File: src/rtl/connect_n_if.sv
// Move/result handshake bundle for the connect_n engine.
// master = move producer / result consumer, slave = engine.
interface connect_n_if;
  logic       op_ready;
  logic       op_valid;
  logic       op_player_id;
  logic [3:0] op_col_id;
  logic       re_ready;
  logic       re_valid;
  logic       re_err;
  logic [1:0] re_err_code;
  logic [3:0] re_row_id;
  logic       re_is_finished;
  logic       re_winner;
  logic       re_tie;

  modport master (
    input  op_ready, re_valid, re_err, re_err_code, re_row_id,
           re_is_finished, re_winner, re_tie,
    output op_valid, op_player_id, op_col_id, re_ready
  );

  modport slave (
    output op_ready, re_valid, re_err, re_err_code, re_row_id,
           re_is_finished, re_winner, re_tie,
    input  op_valid, op_player_id, op_col_id, re_ready
  );
endinterface

File: src/rtl/connect_n.sv
// Parametrised Connect-N engine: one move per handshake, one-cycle drop,
// then a cell-per-cycle walk of the four lines through the landed piece.
module connect_n #(
  parameter int ROWS    = 6,
  parameter int COLS    = 7,
  parameter int WIN_LEN = 4
) (
  input  logic        clk,
  input  logic        rst_n,
  connect_n_if.slave  bus
);
  localparam int NC = ROWS * COLS;
  localparam int IW = $clog2(NC);
  localparam int CW = (COLS > 1) ? $clog2(COLS) : 1;
  localparam int MW = $clog2(NC + 1);
  localparam logic signed [6:0] ROWS_S = 7'(ROWS);
  localparam logic signed [6:0] COLS_S = 7'(COLS);

  typedef enum logic [1:0] {WAIT_OP, PLACE, SCAN, RE} state_e;
  typedef enum logic [1:0] {D_V, D_H, D_RISE, D_FALL} dir_e;

  state_e                 state_q, state_d;
  dir_e                   dir_q, dir_d;
  logic [NC-1:0]          occ_q, occ_d, own_q, own_d;
  logic [COLS-1:0][4:0]   height_q, height_d;
  logic [MW-1:0]          moves_q, moves_d;
  logic                   turn_q, turn_d, player_q, player_d, neg_q, neg_d;
  logic [3:0]             col_q, col_d, row_q, row_d;
  logic [4:0]             k_q, k_d, cnt_q, cnt_d;
  logic                   re_err_q, re_err_d, re_fin_q, re_fin_d;
  logic                   re_win_q, re_win_d, re_tie_q, re_tie_d;
  logic [1:0]             re_code_q, re_code_d;
  logic [3:0]             re_row_q, re_row_d;

  // Scan geometry: offset of the probed cell from the landed piece.
  logic signed [6:0] k_s, dr, dc, tr, tc;
  logic              inb, hit;
  logic [IW-1:0]     sidx, lidx;
  logic [3:0]        land_row;
  logic [CW-1:0]     cidx;

  always_comb begin
    k_s = {2'b00, k_q};
    dr  = '0;
    dc  = '0;
    case (dir_q)
      D_V:    begin dr = k_s;  dc = '0;  end
      D_H:    begin dr = '0;   dc = k_s; end
      D_RISE: begin dr = -k_s; dc = k_s; end
      default: begin dr = k_s; dc = k_s; end
    endcase
    if (neg_q) begin
      dr = -dr;
      dc = -dc;
    end
    tr   = $signed({3'b000, row_q}) + dr;
    tc   = $signed({3'b000, col_q}) + dc;
    inb  = (tr >= 0) && (tr < ROWS_S) && (tc >= 0) && (tc < COLS_S);
    sidx = IW'(int'(tr[3:0]) * COLS + int'(tc[3:0]));
    hit  = inb && occ_q[sidx] && (own_q[sidx] == player_q);
    cidx = col_q[CW-1:0];
    land_row = 4'(ROWS - 1) - height_q[cidx][3:0];
    lidx = IW'(int'(land_row) * COLS + int'(col_q));
  end

  always_comb begin
    logic half_end;
    logic full;
    logic [1:0] code;
    state_d   = state_q;
    dir_d     = dir_q;
    occ_d     = occ_q;
    own_d     = own_q;
    height_d  = height_q;
    moves_d   = moves_q;
    turn_d    = turn_q;
    player_d  = player_q;
    neg_d     = neg_q;
    col_d     = col_q;
    row_d     = row_q;
    k_d       = k_q;
    cnt_d     = cnt_q;
    re_err_d  = re_err_q;
    re_code_d = re_code_q;
    re_row_d  = re_row_q;
    re_fin_d  = re_fin_q;
    re_win_d  = re_win_q;
    re_tie_d  = re_tie_q;
    half_end  = 1'b0;
    full      = (moves_q == MW'(NC));
    code      = 2'd0;

    case (state_q)
      WAIT_OP: if (bus.op_valid) begin
        player_d = bus.op_player_id;
        col_d    = bus.op_col_id;
        if ({1'b0, bus.op_col_id} >= 5'(COLS))                         code = 2'd2;
        else if (bus.op_player_id != turn_q)                           code = 2'd3;
        else if (height_q[bus.op_col_id[CW-1:0]] == 5'(ROWS))         code = 2'd1;
        if (code != 2'd0) begin
          re_err_d  = 1'b1;
          re_code_d = code;
          re_row_d  = '0;
          state_d   = RE;
        end else begin
          state_d = PLACE;
        end
      end
      PLACE: begin
        row_d          = land_row;
        occ_d[lidx]    = 1'b1;
        own_d[lidx]    = player_q;
        height_d[cidx] = height_q[cidx] + 5'd1;
        moves_d        = moves_q + MW'(1);
        cnt_d          = 5'd1;
        dir_d          = D_V;
        neg_d          = 1'b0;
        k_d            = 5'd1;
        state_d        = SCAN;
      end
      SCAN: begin
        if (hit) begin
          if (cnt_q + 5'd1 == 5'(WIN_LEN)) begin
            re_fin_d = 1'b1;
            re_win_d = player_q;
            re_row_d = row_q;
            state_d  = RE;
          end else begin
            cnt_d = cnt_q + 5'd1;
            if (k_q + 5'd1 == 5'(WIN_LEN)) half_end = 1'b1;
            else                           k_d = k_q + 5'd1;
          end
        end else begin
          half_end = 1'b1;
        end
        if (half_end) begin
          k_d = 5'd1;
          if (!neg_q) begin
            neg_d = 1'b1;
          end else if (dir_q == D_FALL) begin
            re_fin_d = full;
            re_tie_d = full;
            re_row_d = row_q;
            state_d  = RE;
          end else begin
            dir_d = dir_e'(dir_q + 2'd1);
            neg_d = 1'b0;
            cnt_d = 5'd1;
          end
        end
      end
      default: if (bus.re_ready) begin
        state_d   = WAIT_OP;
        re_err_d  = 1'b0;
        re_code_d = '0;
        re_row_d  = '0;
        re_fin_d  = 1'b0;
        re_win_d  = 1'b0;
        re_tie_d  = 1'b0;
        // A finished game restarts with player 0 on an empty board.
        if (re_fin_q) begin
          occ_d    = '0;
          own_d    = '0;
          height_d = '0;
          moves_d  = '0;
          turn_d   = 1'b0;
        end else if (!re_err_q) begin
          turn_d = ~turn_q;
        end
      end
    endcase
  end

  always_ff @(posedge clk or negedge rst_n) begin
    if (!rst_n) begin
      state_q   <= WAIT_OP;
      dir_q     <= D_V;
      occ_q     <= '0;
      own_q     <= '0;
      height_q  <= '0;
      moves_q   <= '0;
      turn_q    <= 1'b0;
      player_q  <= 1'b0;
      neg_q     <= 1'b0;
      col_q     <= '0;
      row_q     <= '0;
      k_q       <= '0;
      cnt_q     <= '0;
      re_err_q  <= 1'b0;
      re_code_q <= '0;
      re_row_q  <= '0;
      re_fin_q  <= 1'b0;
      re_win_q  <= 1'b0;
      re_tie_q  <= 1'b0;
    end else begin
      state_q   <= state_d;
      dir_q     <= dir_d;
      occ_q     <= occ_d;
      own_q     <= own_d;
      height_q  <= height_d;
      moves_q   <= moves_d;
      turn_q    <= turn_d;
      player_q  <= player_d;
      neg_q     <= neg_d;
      col_q     <= col_d;
      row_q     <= row_d;
      k_q       <= k_d;
      cnt_q     <= cnt_d;
      re_err_q  <= re_err_d;
      re_code_q <= re_code_d;
      re_row_q  <= re_row_d;
      re_fin_q  <= re_fin_d;
      re_win_q  <= re_win_d;
      re_tie_q  <= re_tie_d;
    end
  end

  assign bus.op_ready       = (state_q == WAIT_OP);
  assign bus.re_valid       = (state_q == RE);
  assign bus.re_err         = re_err_q;
  assign bus.re_err_code    = re_code_q;
  assign bus.re_row_id      = re_row_q;
  assign bus.re_is_finished = re_fin_q;
  assign bus.re_winner      = re_win_q;
  assign bus.re_tie         = re_tie_q;
endmodule

File: src/flat_wrapper.sv
// flat-port wrapper written by rule: the top's interface ports become plain ports
module connect_n_flat 
#(
  parameter int ROWS    = 6,
  parameter int COLS    = 7,
  parameter int WIN_LEN = 4
)
  (clk, rst_n, bus_op_ready, bus_re_valid, bus_re_err, bus_re_err_code, bus_re_row_id, bus_re_is_finished, bus_re_winner, bus_re_tie, bus_op_valid, bus_op_player_id, bus_op_col_id, bus_re_ready);
  connect_n_if bus_i ();
  input  logic clk;
  input  logic rst_n;
  output wire logic [$bits(bus_i.op_ready)-1:0] bus_op_ready;
  output wire logic [$bits(bus_i.re_valid)-1:0] bus_re_valid;
  output wire logic [$bits(bus_i.re_err)-1:0] bus_re_err;
  output wire logic [$bits(bus_i.re_err_code)-1:0] bus_re_err_code;
  output wire logic [$bits(bus_i.re_row_id)-1:0] bus_re_row_id;
  output wire logic [$bits(bus_i.re_is_finished)-1:0] bus_re_is_finished;
  output wire logic [$bits(bus_i.re_winner)-1:0] bus_re_winner;
  output wire logic [$bits(bus_i.re_tie)-1:0] bus_re_tie;
  input wire logic [$bits(bus_i.op_valid)-1:0] bus_op_valid;
  input wire logic [$bits(bus_i.op_player_id)-1:0] bus_op_player_id;
  input wire logic [$bits(bus_i.op_col_id)-1:0] bus_op_col_id;
  input wire logic [$bits(bus_i.re_ready)-1:0] bus_re_ready;
  assign bus_op_ready = bus_i.op_ready;
  assign bus_re_valid = bus_i.re_valid;
  assign bus_re_err = bus_i.re_err;
  assign bus_re_err_code = bus_i.re_err_code;
  assign bus_re_row_id = bus_i.re_row_id;
  assign bus_re_is_finished = bus_i.re_is_finished;
  assign bus_re_winner = bus_i.re_winner;
  assign bus_re_tie = bus_i.re_tie;
  assign bus_i.op_valid = bus_op_valid;
  assign bus_i.op_player_id = bus_op_player_id;
  assign bus_i.op_col_id = bus_op_col_id;
  assign bus_i.re_ready = bus_re_ready;
  connect_n #(.ROWS(ROWS), .COLS(COLS), .WIN_LEN(WIN_LEN)) u_core (.clk(clk), .rst_n(rst_n), .bus(bus_i));
endmodule
File: config.mk
export PLATFORM = sky130hd
export DESIGN_NAME = connect_n_flat
export DESIGN_NICKNAME = d
export VERILOG_FILES = /design/src/rtl/connect_n_if.sv /design/src/rtl/connect_n.sv /design/src/flat_wrapper.sv
export SDC_FILE = /design/constraint.sdc
export NUM_CORES = 1
export LEC_CHECK = 0
export ABC_AREA = 0
export CORE_MARGIN = 8
export CORE_UTILIZATION = 40
export CTS_CLUSTER_SIZE = 20
export DETAILED_ROUTE_END_ITERATION = 7
export DONT_BUFFER_PORTS = 1
export PLACE_DENSITY = 0.59
export SLEW_MARGIN = 25
export SYNTH_ARGS = -nofsm -noshare
export SYNTH_HDL_FRONTEND = slang
export SYNTH_SLANG_ARGS = --single-unit
File: constraint.sdc
create_clock -name clk -period 8 [get_ports clk]
set_input_delay 1.2 -clock clk [delete_from_list [all_inputs] [get_ports clk]]
set_output_delay 1.2 -clock clk [all_outputs]
set_load 0.1 [all_outputs]
### Word-level counts from Yosys, hierarchy flattened

Index checks and enable logic that the tools add are counted.

| word-level totals | value |
|---|---|
| flip-flop bits (word level) | 160 |
| bits of input ports | 9 |
| output and inout bits | 12 |
| logic and storage cells | 211 |

| operators by class | value |
|---|---|
| add/sub/neg operators | 13 |
| $mul | 2 |
| $lt $le $gt $ge | 11 |
| equal/unequal tests | 24 |
| multiplexer cells | 96 |
| bitwise logic cells | 7 |
| reductions and logical operators | 33 |

Operators by type and width:

| cell | number |
|---|---|
| 42-bit case mux with 2 select lines | 2 |
| 42-bit two-way mux | 2 |
| 35-bit two-way mux | 2 |
| 35-bit case mux with 2 select lines | 1 |
| 5-bit two-way mux | 13 |
| 42-bit bitwise mux | 1 |
| 42-bit bitwise OR | 1 |
| 35-bit bitwise mux | 1 |
| 2-bit two-way mux | 17 |
| 4-bit two-way mux | 8 |
| 5-bit binary-select mux with 3-bit select | 2 |
| 1-bit two-way mux | 26 |
| 5-bit case mux with 2 select lines | 2 |
| 4-bit AND reduction | 5 |
| 5-bit by 1-bit adder with 5-bit output, second input constant | 3 |
| 5-bit demux with 3-bit select | 1 |
| 5-bit by 3-bit equality test with 1-bit output, second input constant | 3 |
| 5-bit by 7-bit adder with 7-bit output | 2 |
| 7-bit by 1-bit greater-or-equal comparator with 1-bit output, second input constant | 2 |
| 6-bit by 7-bit less-than comparator with 1-bit output, second input constant | 2 |
| 7-bit by 4-bit less-than comparator with 1-bit output, second input constant | 2 |
| 7-bit two-way mux | 2 |
| 2-bit by 1-bit inequality test with 1-bit output, second input constant | 7 |
| 5-bit negator with 7-bit output | 2 |
| 38 further kinds | 77 |

### Depth between registers and ports, before layout

| depth | value |
|---|---|
| depth after elaboration | 16 |
| gate-level depth with buffers | 27 |

### Worst setup path after synthesis

Ideal clock, no wire load.

| timing | value |
|---|---|
| path type | register to register |
| start | register u_core.k_q[0] |
| end | register u_core.re_row_q[0], in the netlist u_core.bus.re_row_id[0] |
| setup time | 133 ps |
| arrival | 5983 ps |
| data required time | 7867 ps |
| path slack | 1884 ps |
| cell stages (with the launch flop) | 27 |
| path buffers | 3 |
| cell sequence | dfrtp_1 clkbuf_1 inv_1 ha_1 nand3_1 o21ai_0 inv_1 ha_1 mux2_2 inv_1 fa_1 xnor2_1 inv_1 fa_1 fa_1 inv_1 fa_1 clkbuf_1 mux4_2 nor3b_1 o311ai_0 and3_1 nor4_2 a31o_2 and2_0 buf_2 o211ai_1 |

| on the way | value |
|---|---|
| longest elaborated chain between the ends | 16 |
| elaborated cells on any way between the ends | 36 |
| those cells by class | add/sub (7); mul (1); order compare (4); eq/ne (2); mux (17); reduce/logical (5) |

Ends and longest elaborated chain:

| what | RTL line | RTL |
|---|---|---|
| from (decl) | connect_n.sv:29 | `logic [4:0] k_q, k_d, cnt_q, cnt_d;` |
| from (signal assigned) | connect_n.sv:207 | `k_q <= k_d;` |
| 5-bit negator with 7-bit output | connect_n.sv:49 | `D_RISE: begin dr = -k_s; dc = k_s; end` |
| 7-bit case mux with 2 select lines | connect_n.sv:46 | `case (dir_q)` |
| 7-bit negator | connect_n.sv:53 | `dr = -dr;` |
| 7-bit two-way mux | connect_n.sv:52 | `if (neg_q) begin` |
| 5-bit by 7-bit adder with 7-bit output | connect_n.sv:56 | `tr = $signed({3'b000, row_q}) + dr;` |
| 4-bit by 3-bit multiplier with 6-bit output (tied with other cells) | connect_n.sv:59 | `sidx = IW'(int'(tr[3:0]) * COLS + int'(tc[3:0]));` |
| 6-bit by 5-bit adder with 6-bit output or 1-bit logical AND (tied branches) | connect_n.sv:59, connect_n.sv:58 |  |
| 1-bit binary-select mux with 6-bit select or 1-bit logical AND (tied branches) | connect_n.sv:60, connect_n.sv:58 |  |
| 1-bit two-way mux (not written as such) or 1-bit logical AND (tied branches) | connect_n.sv:60, connect_n.sv:58 |  |
| 1-bit equality test or 1-bit logical AND (tied branches) | connect_n.sv:60 | `hit = inb && occ_q[sidx] && (own_q[sidx] == player_q);` |
| 1-bit logical AND | connect_n.sv:60 |  |
| 4-bit two-way mux | connect_n.sv:122 | `if (hit) begin` |
| 4-bit two-way mux | connect_n.sv:140 | `end else if (dir_q == D_FALL) begin` |
| 4-bit two-way mux | connect_n.sv:138 | `if (!neg_q) begin` |
| 4-bit two-way mux * | connect_n.sv:136 | `if (half_end) begin` |
| 4-bit case mux with 3 select lines * | connect_n.sv:93 | `case (state_q)` |
| to (signal assigned) | connect_n.sv:211 | `re_row_q <= re_row_d;` |
| to (decl) | connect_n.sv:33 | `logic [3:0] re_row_q, re_row_d;` |

Mark *: on every way between the ends. The rest lies on a longest branch, timed or not. The select of a mux whose other input is x is not followed.
A chain may end at the register's enable or synchronous reset.

### Worst setup path in the final report

| timing | value |
|---|---|
| start | register u_core.k_q[0] |
| end | register u_core.re_row_q[2], in the netlist u_core.bus.re_row_id[2] |

Same word-level chain as after synthesis.

==> qor.yml <==
antenna_found_initial: 0
multiInputGateArea_um2: 5520
relSlewSlack: 0.289
max_stage_delay_ns: 0.68
fin_crit_sh: 0.876
synthesis.nets: 1111
final.setup.worst_slack_ns: 0.993
crit_slowest_cell: "xnor2_1"
cts_setup_buffers: 0
drive_above_1_share: 0.107
setup_tns_ns: 0
n_fill_cell: 2389
grt_max_degree: 161
dp_hpwl_mm: 17.6
start_util: 0.404
drt_pass1_iterations: 4
area_growth_syn_to_layout_pct: 7.36
endpoint_kind: "flop"
clock_path_buffers: 2
maxCapViolCount: 0
yosysWarnings: 0
pre_cts_ws_ns: 1.11
dpl_cell_area_um2: 10200
fmax_mhz: 143
synth_adder_area_share: 0.0779
synth_compound_area_frac: 0.156
crit_type: "flop to flop"
synth-seq-cells: 160
cts_buffers: 17
cp_data_required_time_ns: 8.30
clk_latency_ns: 0.44
die_x_um: 174
fin_nets: 1083
fin_area_um2: 10800
drv_slew: 0
grt_pass1_wl_mm: 41.4
grt_pass1_vias: 7559
cts_tree: "built"
crit_chain: "inv_1, ha_1, nand3_1, o21ai_0, inv_1, ha_1, mux2_2, ha_1, a21o_1, a21o_1, xor2_1, inv_1, fa_1, fa_1, ha_1, xnor2_1, nand2_1, nand3_1, nand4_1, and3_1, nor4_2, a31o_2, and2_0, o211ai_1"
rows: 58
cts_hold_buffers: 0
tightest_slew_ns: 1.07
wl_mm: 25.3
synth_cell_type_count: 73
synth_area_leaders: "dfrtp_1 (40%), ha_1 (5.6%), mux4_2 (5.6%), nand2_1 (4.9%), mux2i_1 (3.1%)"
synth_top_area_cell: "dfrtp_1"
synth_top_family_by_area: "simple AND/OR/NAND/NOR gates"
hold_violations: 0
synth_cells: 1046
first_iter_violations: 838
yosys.cell_count.top_type: "dfrtp_1"
synth_top_area_share: 0.398
hp-class: "input pin to async pin"
core_um2: 24900
finalSetupViolCount: 0
ys_seq_area_frac: 0.398
io_pins: 21
drc_errors: 0
clk_pin_slew_worst_paths_ns: 0.07
clock-sinks: 160
synth-edff-count: 0
seq_area_um2: 4000
rsz0062_at_grt: "no"
cts_resized: 0
viasPerCell: 5.70
hold_slack_ns: 0.470
grt.total_usage: 0.168
numPortBuffers: 0
synthSimpleGateAreaFrac: 0.182
crit_family: "adder cells"
vias: 7763
clock_skew_ns: 0.0169
synth_ff_type: "dfrtp_1"
wl_per_cell_um: 18.6
synth.area.mux_share: 0.103
async_flop_share: 1.00
n_antenna_cell: 0
period_needed_ns: 7.01
crit_top_cell: "ha_1"
root_buffer: "clkbuf_16"
cp_data_arrival_time_ns: 7.30
synthXorXnorAreaFrac: 0.0295
critPathMaxFanout: 10
grt_remaining_overflow: 0
postRouteAntennaNets: 0
yosys-top-cells-count: "dfrtp_1 (160), nand2_1 (132), nor2_1 (69), a21oi_1 (60), o21ai_0 (60)"
status: "finished clean"
syn_area_per_cell_um2: 9.61
die_y_um: 174
syn_area_um2: 10000
startpoint_type: "flop"
htreeDepth: 4
gp_congestion: 0.814
die_area_um2: 30400
crit_buf_inv: 3
==> per-stage QoR <==
step                       util  cells
after floorplan               -   1046
after global placement    0.410   1329
after detailed placement  0.410   1329
after CTS                 0.433   1361
after global routing      0.433   1361
final                     0.433   1361
==> layout by cell type (no fill, tap or decap), types with 5 or more instances in the layout <==
cell type,synthesis,final
dfrtp_1,160,160
nand2_1,132,131
nor2_1,69,69
a21oi_1,60,60
o21ai_0,60,60
inv_1,58,58
nand3_1,49,49
ha_1,45,45
mux2i_1,31,31
mux4_2,25,25
a22o_1,24,24
and3_1,20,20
o21a_1,19,19
clkbuf_16,0,17
xor2_1,16,16
xnor2_1,16,16
nor3_1,17,15
nor4_1,15,15
a31oi_1,14,14
mux2_2,13,13
a21o_1,13,13
nand4_1,13,13
fa_1,11,11
nand2b_1,10,10
buf_4,2,8
nor2b_1,7,7
o211ai_1,7,7
nor3_2,5,7
o21ai_1,6,6
a31o_2,6,6
and2_1,5,5
a211oi_1,5,5
==> flip-flops by register name (all words and copies together), names as in the netlist <==
signal                     count
u_core.bus.re_err_code         2
u_core.bus.re_winner           1
u_core.row_q                   4
u_core.occ_q                  42
u_core.own_q                  42
u_core.height_q               35
u_core.neg_q                   1
u_core.bus.re_tie              1
u_core.k_q                     5
u_core.dir_q                   2
u_core.bus.re_is_finished      1
u_core.bus.re_err              1
u_core.moves_q                 6
u_core.turn_q                  1
u_core.cnt_q                   5
u_core.col_q                   4
u_core.player_q                1
u_core.state_q                 2
u_core.bus.re_row_id           4
==> layout make-up <==
cell class                 count  share of cell area
clock buffer                  19              0.0411
inverter                      58              0.0202
sequential                   160               0.371
clock inverter                13              0.0118
timing repair buffer           8             0.00557
multi-input combinational    773               0.512
tap                          330              0.0383
==> cells by family after synthesis <==
| kind of cell | after synthesis |
|---|---|
| AO/OA/AOI/OAI | 242 |
| AND/OR/NAND/NOR | 372 |
| XOR/XNOR | 33 |
| buffers and inverters | 113 |
| flip-flops | 160 |
| adder cells (fa/ha/maj) | 56 |
| multiplexers | 70 |
==> worst paths after layout <==
| check | slack (ns) | end | cells after the start | startpoint |
|---|---|---|---|---|
| setup / recovery | 0.99 | u_core.bus.re_row_id[2] | 24 | u_core.k_q[0] |
| hold / removal | 0.47 | u_core.own_q[19] | 0 | rst_n |
| setup reg to reg | 0.99 | u_core.bus.re_row_id[2] | 24 | u_core.k_q[0] |
| hold reg to reg | 0.49 | u_core.occ_q[11] | 2 | u_core.occ_q[11] |
| max in group asynchronous | 7.15 | u_core.own_q[8] | 0 | rst_n |
| min in group clk | 0.49 | u_core.occ_q[11] | 2 | u_core.occ_q[11] |
==> per-layer routing <==
metal / vias to the layer above / share of wire / global-route usage
li1: 3687 / - / -
met1: 3900 / 0.48 / 0.231
met3: 26 / 0.036 / 0.0293
met5: - / 0 / 0
met2: 150 / 0.47 / 0.268
met4: 0 / 0.015 / 0.0523
Power is not shown: default switching activity piles up to over one toggle a cycle in this logic, so the estimate is an artifact.
